==> config.mk <==
export PLATFORM = sky130hd
export DESIGN_NAME = uart_tx_fifo
export DESIGN_NICKNAME = d
export VERILOG_FILES = /design/src/rtl/uart_tx_fifo.sv
export SDC_FILE = /design/constraint.sdc
export NUM_CORES = 1
export LEC_CHECK = 0
export ABC_AREA = 1
export CAP_MARGIN = 0
export CORE_ASPECT_RATIO = 0.75
export CORE_MARGIN = 5
export CORE_UTILIZATION = 45
export DETAILED_ROUTE_END_ITERATION = 8
export PLACE_DENSITY = 0.65
export SYNTH_ARGS = -nofsm -noshare
export SYNTH_HDL_FRONTEND = slang
export SYNTH_SLANG_ARGS = --single-unit
==> constraint.sdc <==
create_clock -name ICE_CLK -period 2.05 [get_ports ICE_CLK]
set_input_delay 0.205 -clock ICE_CLK [delete_from_list [all_inputs] [get_ports ICE_CLK]]
set_output_delay 0.205 -clock ICE_CLK [all_outputs]
set_load 0.01 [all_outputs]
==> src/rtl/uart_tx_fifo.sv <==
// Buffered 8N1 UART transmitter: byte FIFO feeding an LSB-first serializer.
// Line outputs are registered from the current FSM state, so they lag it by one cycle.
module uart_tx_fifo #(
  parameter int CLK_FREQ   = 12000000,
  parameter int UART_BAUD  = 9600,
  parameter int DEPTH_LOG2 = 4
) (
  input  logic                  ICE_CLK,
  input  logic                  rst,
  input  logic                  wr_en,
  input  logic [7:0]            wr_byte,
  output logic                  full,
  output logic                  empty,
  output logic [DEPTH_LOG2:0]   count,
  output logic                  overflow,
  output logic                  busy,
  output logic                  tx_done,
  output logic                  tx
);

  localparam int CPB   = CLK_FREQ / UART_BAUD;
  localparam int CW    = (CPB > 1) ? $clog2(CPB) : 1;
  localparam int DEPTH = 1 << DEPTH_LOG2;

  localparam logic [CW-1:0]         CNT_LAST = CW'(CPB - 1);
  localparam logic [CW-1:0]         CNT_ONE  = CW'(1);
  localparam logic [DEPTH_LOG2:0]   CNT_FULL = (DEPTH_LOG2+1)'(DEPTH);
  localparam logic [DEPTH_LOG2:0]   Q_ONE    = (DEPTH_LOG2+1)'(1);
  localparam logic [DEPTH_LOG2-1:0] P_ONE    = DEPTH_LOG2'(1);

  typedef enum logic [1:0] {
    S_IDLE,
    S_START,
    S_DATA,
    S_STOP
  } state_e;

  state_e                state_q, state_d;
  logic [CW-1:0]         cnt_q, cnt_d;
  logic [2:0]            bit_q, bit_d;
  logic [7:0]            shift_q, shift_d;
  logic [DEPTH_LOG2-1:0] wptr_q, rptr_q;
  logic [DEPTH_LOG2:0]   count_q;
  logic                  ovf_q;
  logic                  tx_q, tx_d;
  logic                  busy_q, busy_d;
  logic                  done_q, done_d;
  logic [7:0]            mem_q [DEPTH];

  logic push, pop, bit_end;

  assign full    = (count_q == CNT_FULL);
  assign empty   = (count_q == '0);
  assign push    = wr_en && !full;
  assign pop     = (state_q == S_IDLE) && !empty;
  assign bit_end = (cnt_q == CNT_LAST);

  always_ff @(posedge ICE_CLK) begin
    if (!rst && push) mem_q[wptr_q] <= wr_byte;
  end

  always_ff @(posedge ICE_CLK) begin
    if (rst) begin
      state_q <= S_IDLE;
      cnt_q   <= '0;
      bit_q   <= '0;
      shift_q <= '0;
      wptr_q  <= '0;
      rptr_q  <= '0;
      count_q <= '0;
      ovf_q   <= 1'b0;
      tx_q    <= 1'b1;
      busy_q  <= 1'b0;
      done_q  <= 1'b0;
    end else begin
      state_q <= state_d;
      cnt_q   <= cnt_d;
      bit_q   <= bit_d;
      shift_q <= shift_d;
      tx_q    <= tx_d;
      busy_q  <= busy_d;
      done_q  <= done_d;
      if (push) wptr_q <= wptr_q + P_ONE;
      if (pop)  rptr_q <= rptr_q + P_ONE;
      if (push && !pop)      count_q <= count_q + Q_ONE;
      else if (pop && !push) count_q <= count_q - Q_ONE;
      if (wr_en && full) ovf_q <= 1'b1;
    end
  end

  always_comb begin
    state_d = state_q;
    cnt_d   = (state_q == S_IDLE || bit_end) ? '0 : cnt_q + CNT_ONE;
    bit_d   = bit_q;
    shift_d = shift_q;
    unique case (state_q)
      S_IDLE: begin
        bit_d = '0;
        if (pop) begin
          shift_d = mem_q[rptr_q];
          state_d = S_START;
        end
      end
      S_START: if (bit_end) state_d = S_DATA;
      S_DATA: begin
        if (bit_end) begin
          shift_d = {1'b0, shift_q[7:1]};
          bit_d   = bit_q + 3'd1;
          if (bit_q == 3'd7) state_d = S_STOP;
        end
      end
      S_STOP: if (bit_end) state_d = S_IDLE;
    endcase
  end

  always_comb begin
    tx_d   = 1'b1;
    busy_d = (state_q != S_IDLE);
    done_d = (state_q == S_STOP) && bit_end;
    unique case (state_q)
      S_IDLE:  tx_d = 1'b1;
      S_START: tx_d = 1'b0;
      S_DATA:  tx_d = shift_q[0];
      S_STOP:  tx_d = 1'b1;
    endcase
  end

  assign count    = count_q;
  assign overflow = ovf_q;
  assign busy     = busy_q;
  assign tx_done  = done_q;
  assign tx       = tx_q;

endmodule

## After elaboration in Yosys (flattened, before gate mapping)

Memory sizes are Yosys's and may differ from the RTL's. A register that Yosys moved wholly into a read port is not among the register bits.
Cells that the tools add are included.

- Reduce and logical (&&, ||, !) cells: 23
- Add/sub/neg operators: 6
- Eq/ne operators: 11
- Mux-type cells: 18

Operators by type and width:

| operator | count |
|---|---|
| 8-bit two-way mux | 2 |
| 8-bit case mux with 2 select lines | 1 |
| 11-bit by 1-bit adder with 11-bit output, second input constant | 1 |
| 11-bit == test, second input constant | 1 |
| 2-bit two-way mux | 5 |
| 5-bit two-way mux | 2 |
| 2-bit != test, second input constant | 5 |
| 4-bit by 1-bit adder with 4-bit output, second input constant | 2 |
| 4-bit two-way mux | 2 |
| 2-bit case mux with 4 select lines | 1 |
| 1-bit logical AND | 7 |
| 3-bit case mux with 2 select lines | 1 |
| 2-bit nonzero test | 3 |
| 5-bit by 1-bit adder with 5-bit output, second input constant | 1 |
| 5-bit == test, second input constant | 1 |
| 1-bit zero test | 5 |
| 5-bit zero test | 1 |
| 5-bit AND reduction | 1 |
| 5-bit by 1-bit subtractor with 5-bit output, second input constant | 1 |
| 2-bit == test, second input constant | 2 |
| 2-bit OR reduction | 2 |
| 3-bit by 1-bit adder with 3-bit output, second input constant | 1 |
| 3-bit == test, second input constant | 1 |
| 3-bit two-way mux | 1 |
| 7 further kinds | 8 |

- Logic and storage cells: 70
- Input port bits: 11
- Flip-flop bits (word level): 41
- Memories kept: 1
- Memory bits (writable): 128

Memories:

| memory | words | width | rd ports | clocked after memory_dff | wr ports | line | RTL |
|---|---|---|---|---|---|---|---|
| mem_q | 16 | 8 | 1 | 1 | 1 | 48 | `logic [7:0] mem_q [DEPTH];` |

## Longest topological paths before layout

Gate-level depths: netlist (run 1).

- Depth in word-level cells: 7
- Gate-level depth with buffers: 17

## Worst setup path after synthesis (run 1)

No wires, ideal clock.

- Kind: register to register
- From: register count_q[0], in the netlist count[0]
- To: register count_q[4], in the netlist count[4]
- Arrival time: 2.288 ns
- Slack: -0.351 ns
- Required time: 1.937 ns
- Buffers on the path: 0
- Cell stages (with the launch flop): 17
- Setup time: 0.113 ns
- Period minus slack after synthesis: 2.401 ns
- Cell sequence: dfxtp_1 > nor2_1 > nand2_1 > nor2_1 > inv_1 > nand2_2 > inv_1 > ha_1 > inv_1 > ha_1 > a21o_1 > a21oi_1 > nor2_1 > nor2_1 > nand2_1 > nor2_1 > nor2_1

- Longest elaborated chain between the ends: 6
- Elaborated cells between the ends (all ways): 15

Ends and longest elaborated chain:

| element | line | RTL |
|---|---|---|
| start, declared | 43 | `logic [DEPTH_LOG2:0] count_q;` |
| start signal, assigned | 85 | `if (push && !pop) count_q <= count_q + Q_ONE;` |
| start signal, assigned | 86 | `else if (pop && !push) count_q <= count_q - Q_ONE;` |
| 5-bit == test (*) | 52 | `assign full = (count_q == CNT_FULL);` |
| net full | 12 | `output logic full,` |
| 1-bit zero test (*) | 54 | `assign push = wr_en && !full;` |
| 1-bit logical AND (*) | 54 |  |
| net push | 50 | `logic push, pop, bit_end;` |
| 1-bit zero test | 86 |  |
| 1-bit logical AND | 86 |  |
| 2-bit nonzero test (no source line) | - |  |

The timed path passes the listed nets; every way through them passes the cells marked *. The select of a mux whose other input is x is not followed.
A chain may end at the register's enable or synchronous reset.

## Worst setup path after layout (run 1)

- From: register state_q[1]
- To: register count_q[4], in the netlist count[4]

- Longest elaborated chain between the ends: 5
- Elaborated cells between the ends (all ways): 7

Ends and longest elaborated chain:

| element | line | RTL |
|---|---|---|
| start, declared | 38 | `state_e state_q, state_d;` |
| start signal, assigned | 76 | `state_q <= state_d;` |
| 2-bit zero test (*) | 55 | `assign pop = (state_q == S_IDLE) && !empty;` |
| 1-bit logical AND (*) | 55 |  |
| 1-bit zero test | 85 |  |
| 1-bit logical AND | 85 |  |
| 5-bit two-way mux or 2-bit nonzero test (tied branches) | - |  |

Every way passes the cells marked *; elsewhere a longest branch is shown, timed or not.

==> results of run 1 <==
[cells in the mapped netlist]
cell and count:
buf_2 16, clkbuf_1 10, nor2_1 68, o21ai_0 15, xor2_1 5, o21a_1 2, a21oi_2 2, dfxtp_1 45
nor3b_1 3, clkinv_1 1, a21o_1 1, nand2_2 4, nand3_1 90, inv_2 1, a21oi_1 22, edfxtp_1 128
nand2_4 1, nand3_4 2, nor2_2 3, buf_1 1, buf_4 3, nor2_4 1, nor3_1 10, nand4_1 3
or2_2 3, and3_2 1, buf_6 1, o31ai_1 1, inv_1 90, a31oi_1 2, fa_1 1, nor3_2 1
nand2_1 225, xnor2_1 1, ha_1 17, o211ai_1 3
[path summary, 6_finish.rpt]
check | start | to
max | state_q[1] | count[4]
min | bit_q[2] | bit_q[2]
max reg2reg | state_q[1] | count[4]
min reg2reg | bit_q[2] | bit_q[2]
[final cells by class]
cell class / instances / area [um^2] / area share
sequential: 173 / 4758 / 0.5324
tap: 215 / 269.0 / 0.03010
multi-input combinational: 487 / 2400 / 0.2685
clock buffer: 17 / 425.4 / 0.04760
inverter: 92 / 350.3 / 0.03920
clock inverter: 15 / 152.6 / 0.01708
timing repair buffer: 68 / 581.8 / 0.06510
[report_power, final]
part           internal, uW  leakage, uW  switching, uW
Combinational          1410      0.00187           2290
Clock                  1710     0.000277           1410
Sequential             4020      0.00152            144
Total                  7140      0.00367           3840
[cell families (layout without fill, tap and decap cells)]
| group | count (synthesis) | in the layout | synth area share |
|---|---|---|---|
| AOI/OAI and AO/OA | 48 | 48 | 0.03534 |
| xor gates and xnor gates | 6 | 6 | 0.006935 |
| adders and majority gates | 18 | 18 | 0.03071 |
| buffers and inverters | 123 | 192 | 0.06605 |
| DFF | 173 | 173 | 0.6262 |
| and+or+nand+nor | 415 | 415 | 0.2348 |
[registers in the layout, indices dropped and copies added (netlist names), 2 cells and up, named ones only]
name	count
wptr_q	4
shift_q	8
mem_q	128
cnt_q	11
count	5
rptr_q	4
state_q	2
bit_q	3
[routing by layer]
layer  part of all wire  vias up  routed length, um
met4              0.013        0                221
met2               0.45      134               7403
met3              0.063       17               1041
li1                   -     2676                  -
met1               0.47     2434               7735
met5                  0        -                  0
[critical path, cell delays in order, from the launching register on]
cell and delay, ns:
dfxtp_1 0.33, inv_1 0.08, ha_1 0.22, nand2_2 0.11, ha_4 0.15, inv_4 0.04, fa_2 0.33, a21o_1 0.19
a21oi_2 0.16, nor2_1 0.05, nor2_1 0.08, nand2_1 0.08, nand2_1 0.06, nand2_1 0.04, nor2_1 0.08
[what timing repair did]
action / 4_1_cts / 5_1_grt
resized for setup: 4 / 3
pin swaps: 3 / 1
setup buffers: 0 / 1
endpoints found under the setup margin: 1 / 2
endpoints found under the hold margin: 0 / 0
cloned: 0 / 0
[metrics by stage]
step	cells	total power (uW)	util	hold WS [ns]	cell area (um^2)
after floorplan	783	6726	-	0.2830	7646
after global placement	1034	7834	0.4996	0.4502	8329
after detailed placement	1034	7877	0.4996	0.4579	8329
after CTS	1066	11030	0.5352	0.4690	8924
after global routing	1067	11700	0.5361	0.4970	8937
final	1067	10990	0.5361	0.4660	8937
==> run metrics, run 1 <==
Req. time, crit path between 2 and 2.5 ns; Yosys top cell area share 0.5073; area grow syn2layout 17.95%; worst hold path class reg2reg; Post-CTS Hold Buffers 0; synth top area cells edfxtp_1, dfxtp_1, nand2_1; failing checks setup timing; synth unique cells 36; Synth Warn # 0; Total Nets Final 868; maximum vdd ir drop 0.7506 mV; Max Fclk 0.4871 GHz; Synthesized Nets 812; GPL Wtd Cong 0.8203; DP Worst Slack -0.1361 ns; ANT cells 0; max_slew headroom 0.4995; worst setup margin -0.003079 ns; crit-path max FO 3; port bufs 21; Period minus WS final 2.053 ns; Power Density 1229 nW/um^2; layout cell share with drive strength beyond 1 0.1362; Startpoint Class flip-flop; Final Skew between 0.02 and 0.025 ns; status finished, violations left; Hold Path Stages 2; R2R Setup Slk -0.003 ns; CTS Root Cell clkbuf_16; number of synthesized register bits 173; drt via density slightly below 5; synthesized area ~7600 um^2; Fillers 1440; syn avg cell area 9.677 um^2; leading cell type in the layout, fill and taps excluded nand2_1; GRT Total Usage 0.1741; Rows 41; number of nets with antenna violations after routing 0; worst skew pair latency 0.43 ns; setup violators final 1; Critical Path AT 2.43 ns; Starting Density 0.4545; setup TNS -0.003079 ns; commonest cells after routing, fill and taps aside nand2_1, edfxtp_1, nand3_1, inv_1, nor2_1; total of max-cap violations 0; antenna violations before repair 0; clk slew on worst S/H paths 0.07 ns; WL/cell 15.37 um; DR iter-0 viols 491; Num CTS Buffers 17; die height 122.4 um; CTS tree yes; Pleak 0.003670 uW; Final HPWL DP 10740 um; global-route wire length before repair 26330 um; Final Max Slew Viols 0; total die area approximately 20000 um^2; Sink Count between 150 and 200; met2 global-route usage 0.2723; Mapped Cells slightly below 800; fraction of the cycle the final worst path needs 1.002; worst-margin pin slew around 0.75 ns; sequential share of the synthesized area 0.6262; GR Layer Usage met1 0.2478; Worst Setup End Kind flip-flop; htree depth 4; core area between 15000 and 20000 um^2; depth of the most critical reg-to-reg path 14; gr busiest metal met2; kind of critical path reg2reg; DR vias 5261; routed wire length 16400 um; DR DRC count 0; chip width about 160 um; GRT overflow 0; TritonRoute pass-1 iters 5; RSZ-0062 raised after global routing yes; clk buf depth 2; vias in the first global route 4907; Yosys top cell by area edfxtp_1; I/O Pins 22; GR Util met3 0.03760; Fin. Hold Viols 0; largest net degree at the start of global routing 38
No activity file was read; power rests on OpenSTA's default activity.
==> run 2: changes to the inputs <==
--- a/config.mk
+++ b/config.mk
@@ -6,11 +6,13 @@
 export NUM_CORES = 1
 export LEC_CHECK = 0
 export ABC_AREA = 1
-export CAP_MARGIN = 0
+export CAP_MARGIN = 10
 export CORE_ASPECT_RATIO = 0.75
 export CORE_MARGIN = 5
 export CORE_UTILIZATION = 45
 export DETAILED_ROUTE_END_ITERATION = 8
+export GPL_TIMING_DRIVEN = 0
+export HOLD_SLACK_MARGIN = 0.02
 export PLACE_DENSITY = 0.65
 export SYNTH_ARGS = -nofsm -noshare
 export SYNTH_HDL_FRONTEND = slang
==> run metrics, run 2 (same netlist as run 1, synthesis figures left out) <==
Worst Hold Slack between 0.4 and 0.5 ns; kind of critical path reg2reg; area grow syn2layout 17.54%; htree depth 4; core area 16670 um^2; drt via density between 5 and 6; placed insts 1022; cell family with most CP delay adder cells; RR Startpoint state_q[0]; Largest register FFs 128; global-route wire length before repair 27460 um; Worst setup startpoint state_q[0]; Starting Density 0.4545; total of max-cap violations 0; GPL Wtd Cong 0.9306; reg2reg end count[4]; Hold Path Stages 2; fraction of the cycle the final worst path needs 1.004; port bufs 21; Post-CTS Hold Buffers 0; RSZ-0062 raised after global routing yes; vias in the first global route 4990; commonest cells after routing, fill and taps aside nand2_1, edfxtp_1, nand3_1, inv_1, nor2_1; Period minus WS final 2.058 ns; final cell count without fillers about 1100; total die area ~20000 um^2; routed wire length 17510 um; Slowest-stage cell, CP dfxtp_2; failing checks setup timing; setup violators final 1; worst setup margin -0.008132 ns; worst-path cell chain inv_1, ha_4, nand2_4, ha_4, inv_4, fa_2, a21o_1, a21oi_2, nor2_1, nor2_1, nand2_1, nand2_1, nand2_1, nor2_1; number of nets with antenna violations after routing 0; CTS Root Cell clkbuf_16; clk slew on worst S/H paths 0.06 ns; DR DRC count 0; Final HPWL DP 12010 um; worst-margin pin slew 0.8866 ns; Rows 41; ANT cells 0; Sink Count ~170; WP buf/inv 2; maximum vdd ir drop 0.7024 mV; Pleak 0.003603 uW; die height 122.4 um; CTS tree yes; Worst Hold End bit_q[1]; Worst Setup End Kind flip-flop; DR vias 5425; largest net degree at the start of global routing 17; Req. time, crit path 2.42 ns; Max Fclk 0.4859 GHz; status finished, violations left; antenna violations before repair 0; Final Util 0.5342; crit-path max cell delay 0.35 ns; Total Nets Final 861; Num CTS Buffers 17; I/O Pins 22; Fin. Hold Viols 0; worst hold path class reg2reg; depth of the most critical reg-to-reg path 14; chip width 159.8 um; Power Density 1269 nW/um^2; GRT overflow 0; Critical Path AT 2.43 ns; Startpoint Class flip-flop; WL/cell 16.52 um; max_slew headroom 0.4057; worst skew pair latency ~0.43 ns; TritonRoute pass-1 iters 6; leading cell type in the layout, fill and taps excluded nand2_1; Hold Startpoint bit_q[1]; crit-path max FO 4; Largest regs mem_q: 128 flops, cnt_q: 11 flops, shift_q: 8 flops; Most flops, register mem_q; Final Max Slew Viols 0; Final Skew 0.009827 ns; DR iter-0 viols 595; clk buf depth 2; GRT Total Usage 0.1874; R2R Setup Slk -0.008 ns; layout cell share with drive strength beyond 1 0.1349
[run 2: changes by cell type in the layout (fill, tap and decap cells not counted), moves of 3 or more]
cell,delta
buf_4,-35
buf_2,+18
clkbuf_1,+12
nor2_1,-8
nor2_2,+8
nor3_1,-7
nor3_2,+5
inv_6,-4
bufinv_16,+3
inv_8,-3
[run 2: cell type report]
type | instances | area (um^2)
timing repair buffer | 30 | 272.8
inverter | 92 | 350.3
fill | 1449 | 7766
sequential | 173 | 4762
multi-input combinational | 487 | 2486
clock inverter | 11 | 167.7
buffer | 31 | 157.7
tap | 215 | 269.0
clock buffer | 21 | 440.4
[run 2: routing by layer]
metal / vias up / part of all wire / global-route usage
met1: 2522 / 0.46 / 0.2706
met2: 205 / 0.43 / 0.2832
li1: 2665 / - / -
met3: 33 / 0.082 / 0.03390
met4: 0 / 0.025 / 0.07523
met5: - / 0 / 0
[run 2: metrics by stage]
| step | setup TNS, ns | total power (uW) | setup WS [ns] | instance area [um^2] |
|---|---|---|---|---|
| floorplan | 0 | 6726 | 0.01779 | 7646 |
| global placement | -45.78 | 7780 | -0.6857 | 8125 |
| detailed placement | -30.35 | 7807 | -0.5036 | 8148 |
| CTS | -0.04113 | 11320 | -0.005311 | 8874 |
| global route | -0.2418 | 11980 | -0.2050 | 8906 |
| finish | -0.008132 | 11300 | -0.008132 | 8906 |
[run 2: tightest hold or removal path: cells and delay by family (launching register included)]
| kind | cells | cell delay, ns |
|---|---|---|
| AO/OA/AOI/OAI | 1 | 0.05 |
| flip-flops | 1 | 0.31 |
| AND/OR/NAND/NOR | 1 | 0.06 |
[run 2: report_power, final]
part	leakage, uW	switching (uW)	internal [uW]
Clock	0.000291	1320	2040
Combinational	0.00179	2400	1370
Sequential	0.00152	146	4030
[run 2: worst max path at each step]
stage                         to  depth (start not counted)  slack (ns)
finish                  count[4]                         14      -0.008
global placement     mem_q[3][3]                          3       -0.69
detailed placement  mem_q[11][5]                          3       -0.50
global route            count[4]                         14       -0.21
floorplan               count[4]                         16        0.02
CTS                  mem_q[1][5]                          8      -0.005
[run 2: what timing repair did]
action	in CTS	in global routing
gates resized for setup	18	13
setup buffers	6	0
setup endpoints to repair	110	67
pin swaps	6	0
==> run 3: changes to the inputs <==
--- a/config.mk
+++ b/config.mk
@@ -14,6 +14,7 @@
 export GPL_TIMING_DRIVEN = 0
 export HOLD_SLACK_MARGIN = 0.02
 export PLACE_DENSITY = 0.65
+export SETUP_SLACK_MARGIN = 0.15
 export SYNTH_ARGS = -nofsm -noshare
 export SYNTH_HDL_FRONTEND = slang
 export SYNTH_SLANG_ARGS = --single-unit
==> run metrics, run 3 (same netlist as run 1, synthesis figures left out) <==
largest net degree at the start of global routing 17; chip width 159.8 um; Power Total about 11000 uW; Worst Hold Slack 0.4626 ns; Worst Setup End Kind flip-flop; Largest register FFs 128; vias in the first global route 5034; Req. time, crit path 2.42 ns; Max Fclk 0.4710 GHz; GPL Wtd Cong around 0.9; cell family with most CP delay simple AND/OR/NAND/NOR gates; ANT cells 0; maximum vdd ir drop 0.7257 mV; Largest regs mem_q: 128 flops, cnt_q: 11 flops, shift_q: 8 flops; failing checks setup timing; Total Nets Final 870; total of max-cap violations 0; Post-CTS Hold Buffers 0; worst-margin pin slew 0.8367 ns; worst skew pair latency 0.43 ns; total die area 19560 um^2; Critical Path AT approximately 2.5 ns; Num CTS Buffers 17; Pleak 0.003688 uW; drt via density 5.103; Slowest-stage cell, CP fa_2; RSZ-0062 raised after global routing yes; worst-path cell chain nor2_4, buf_4, nand3_4, nand2_4, ha_4, inv_4, fa_2, a21o_1, a21oi_2, nor2_1, nor2_1, nand2_1, nand2_1, nand2_1, nor2_1; max_slew headroom 0.4422; TritonRoute pass-1 iters 5; Hold Startpoint shift_q[2]; kind of critical path reg2reg; WL/cell 17.13 um; die height 122.4 um; setup violators final 1; worst hold path class reg2reg; WP buf/inv 2; routed wire length 18320 um; Worst setup startpoint count[0]; status finished, violations left; Design Area, Final 9123 um^2; DR vias 5455; number of nets with antenna violations after routing 0; Starting Density 0.4545; layout cell share with drive strength beyond 1 0.1499; Most flops, register mem_q; global-route wire length before repair 28240 um; antenna violations before repair 0; commonest cells after routing, fill and taps aside nand2_1, edfxtp_1, nand3_1, inv_1, nor2_1; I/O Pins 22; GRT Total Usage 0.1925; Final Skew 0.008822 ns; DR iter-0 viols 512; clk slew on worst S/H paths 0.07 ns; htree depth 4; area grow syn2layout 20.39%; GRT overflow 0; port bufs 21; clk buf depth 2; Final HPWL DP 11890 um; worst setup margin -0.07331 ns; core area 16670 um^2; CTS Root Cell clkbuf_16; Placed Area 8158 um^2; CTS tree yes; crit-path max cell delay roughly 0.36 ns; Startpoint Class flip-flop; Final Max Slew Viols 0; DR DRC count 0; RR Startpoint count[0]; crit-path max FO 4; Fin. Hold Viols 0; fraction of the cycle the final worst path needs 1.036; Rows 41; Period minus WS final 2.123 ns; Sink Count between 150 and 200; leading cell type in the layout, fill and taps excluded nand2_1; Power Density 1260 nW/um^2
-- run 3: final timing paths --
kind         cells after the start         end  slack (ns)
max                             15    count[4]       -0.07
min                              2  shift_q[2]        0.46
max reg2reg                     15    count[4]       -0.07
min reg2reg                      2  shift_q[2]        0.46
-- run 3: power by group --
| group | switching, uW | internal, uW | leakage (uW) |
|---|---|---|---|
| logic | 2580 | 1480 | 0.00189 |
| registers | 145 | 4030 | 0.00152 |
| clock network | 1360 | 1910 | 0.000278 |
-- run 3: what timing repair did --
action,4_1_cts,5_1_grt
setup buffers,11,6
gates cloned,0,0
gates resized for setup,29,25
pin swaps,10,11
endpoints found under the setup margin,126,89
-- run 3: metal layers --
layer,vias up,global-route usage,share of wire
met5,-,0,0
met4,0,0.06018,0.018
met3,26,0.04028,0.080
met2,197,0.2933,0.44
met1,2552,0.2795,0.46
li1,2680,-,-
-- run 3: per-stage QoR --
step           setup TNS, ns  worst slack (ns)    util  instances
6_report            -0.07331          -0.07331  0.5472       1069
3_5_place_dp          -35.20           -0.5715  0.4893       1020
5_1_grt              -0.2236           -0.2177  0.5472       1069
3_3_place_gp          -41.78           -0.7935  0.4886       1019
2_1_floorplan              0           0.01779       -        783
4_1_cts               -1.550           -0.1022  0.5373       1063
-- run 3: final cells by class --
| cell class | count | area [um^2] |
|---|---|---|
| clock inverters | 15 | 171.4 |
| repair buffers | 39 | 409.1 |
| fillers | 1439 | 7550 |
| flip-flops and latches | 173 | 4762 |
| clock buffers | 17 | 425.4 |
| plain buffers | 31 | 162.7 |
| inverters | 92 | 354.1 |
| multi-input cells | 487 | 2569 |
| well taps | 215 | 269.0 |
-- run 3: worst min-delay path: stages (launching register included) --
cell     delay (ns)
dfxtp_1        0.31
nand2_1        0.06
a21oi_1        0.05
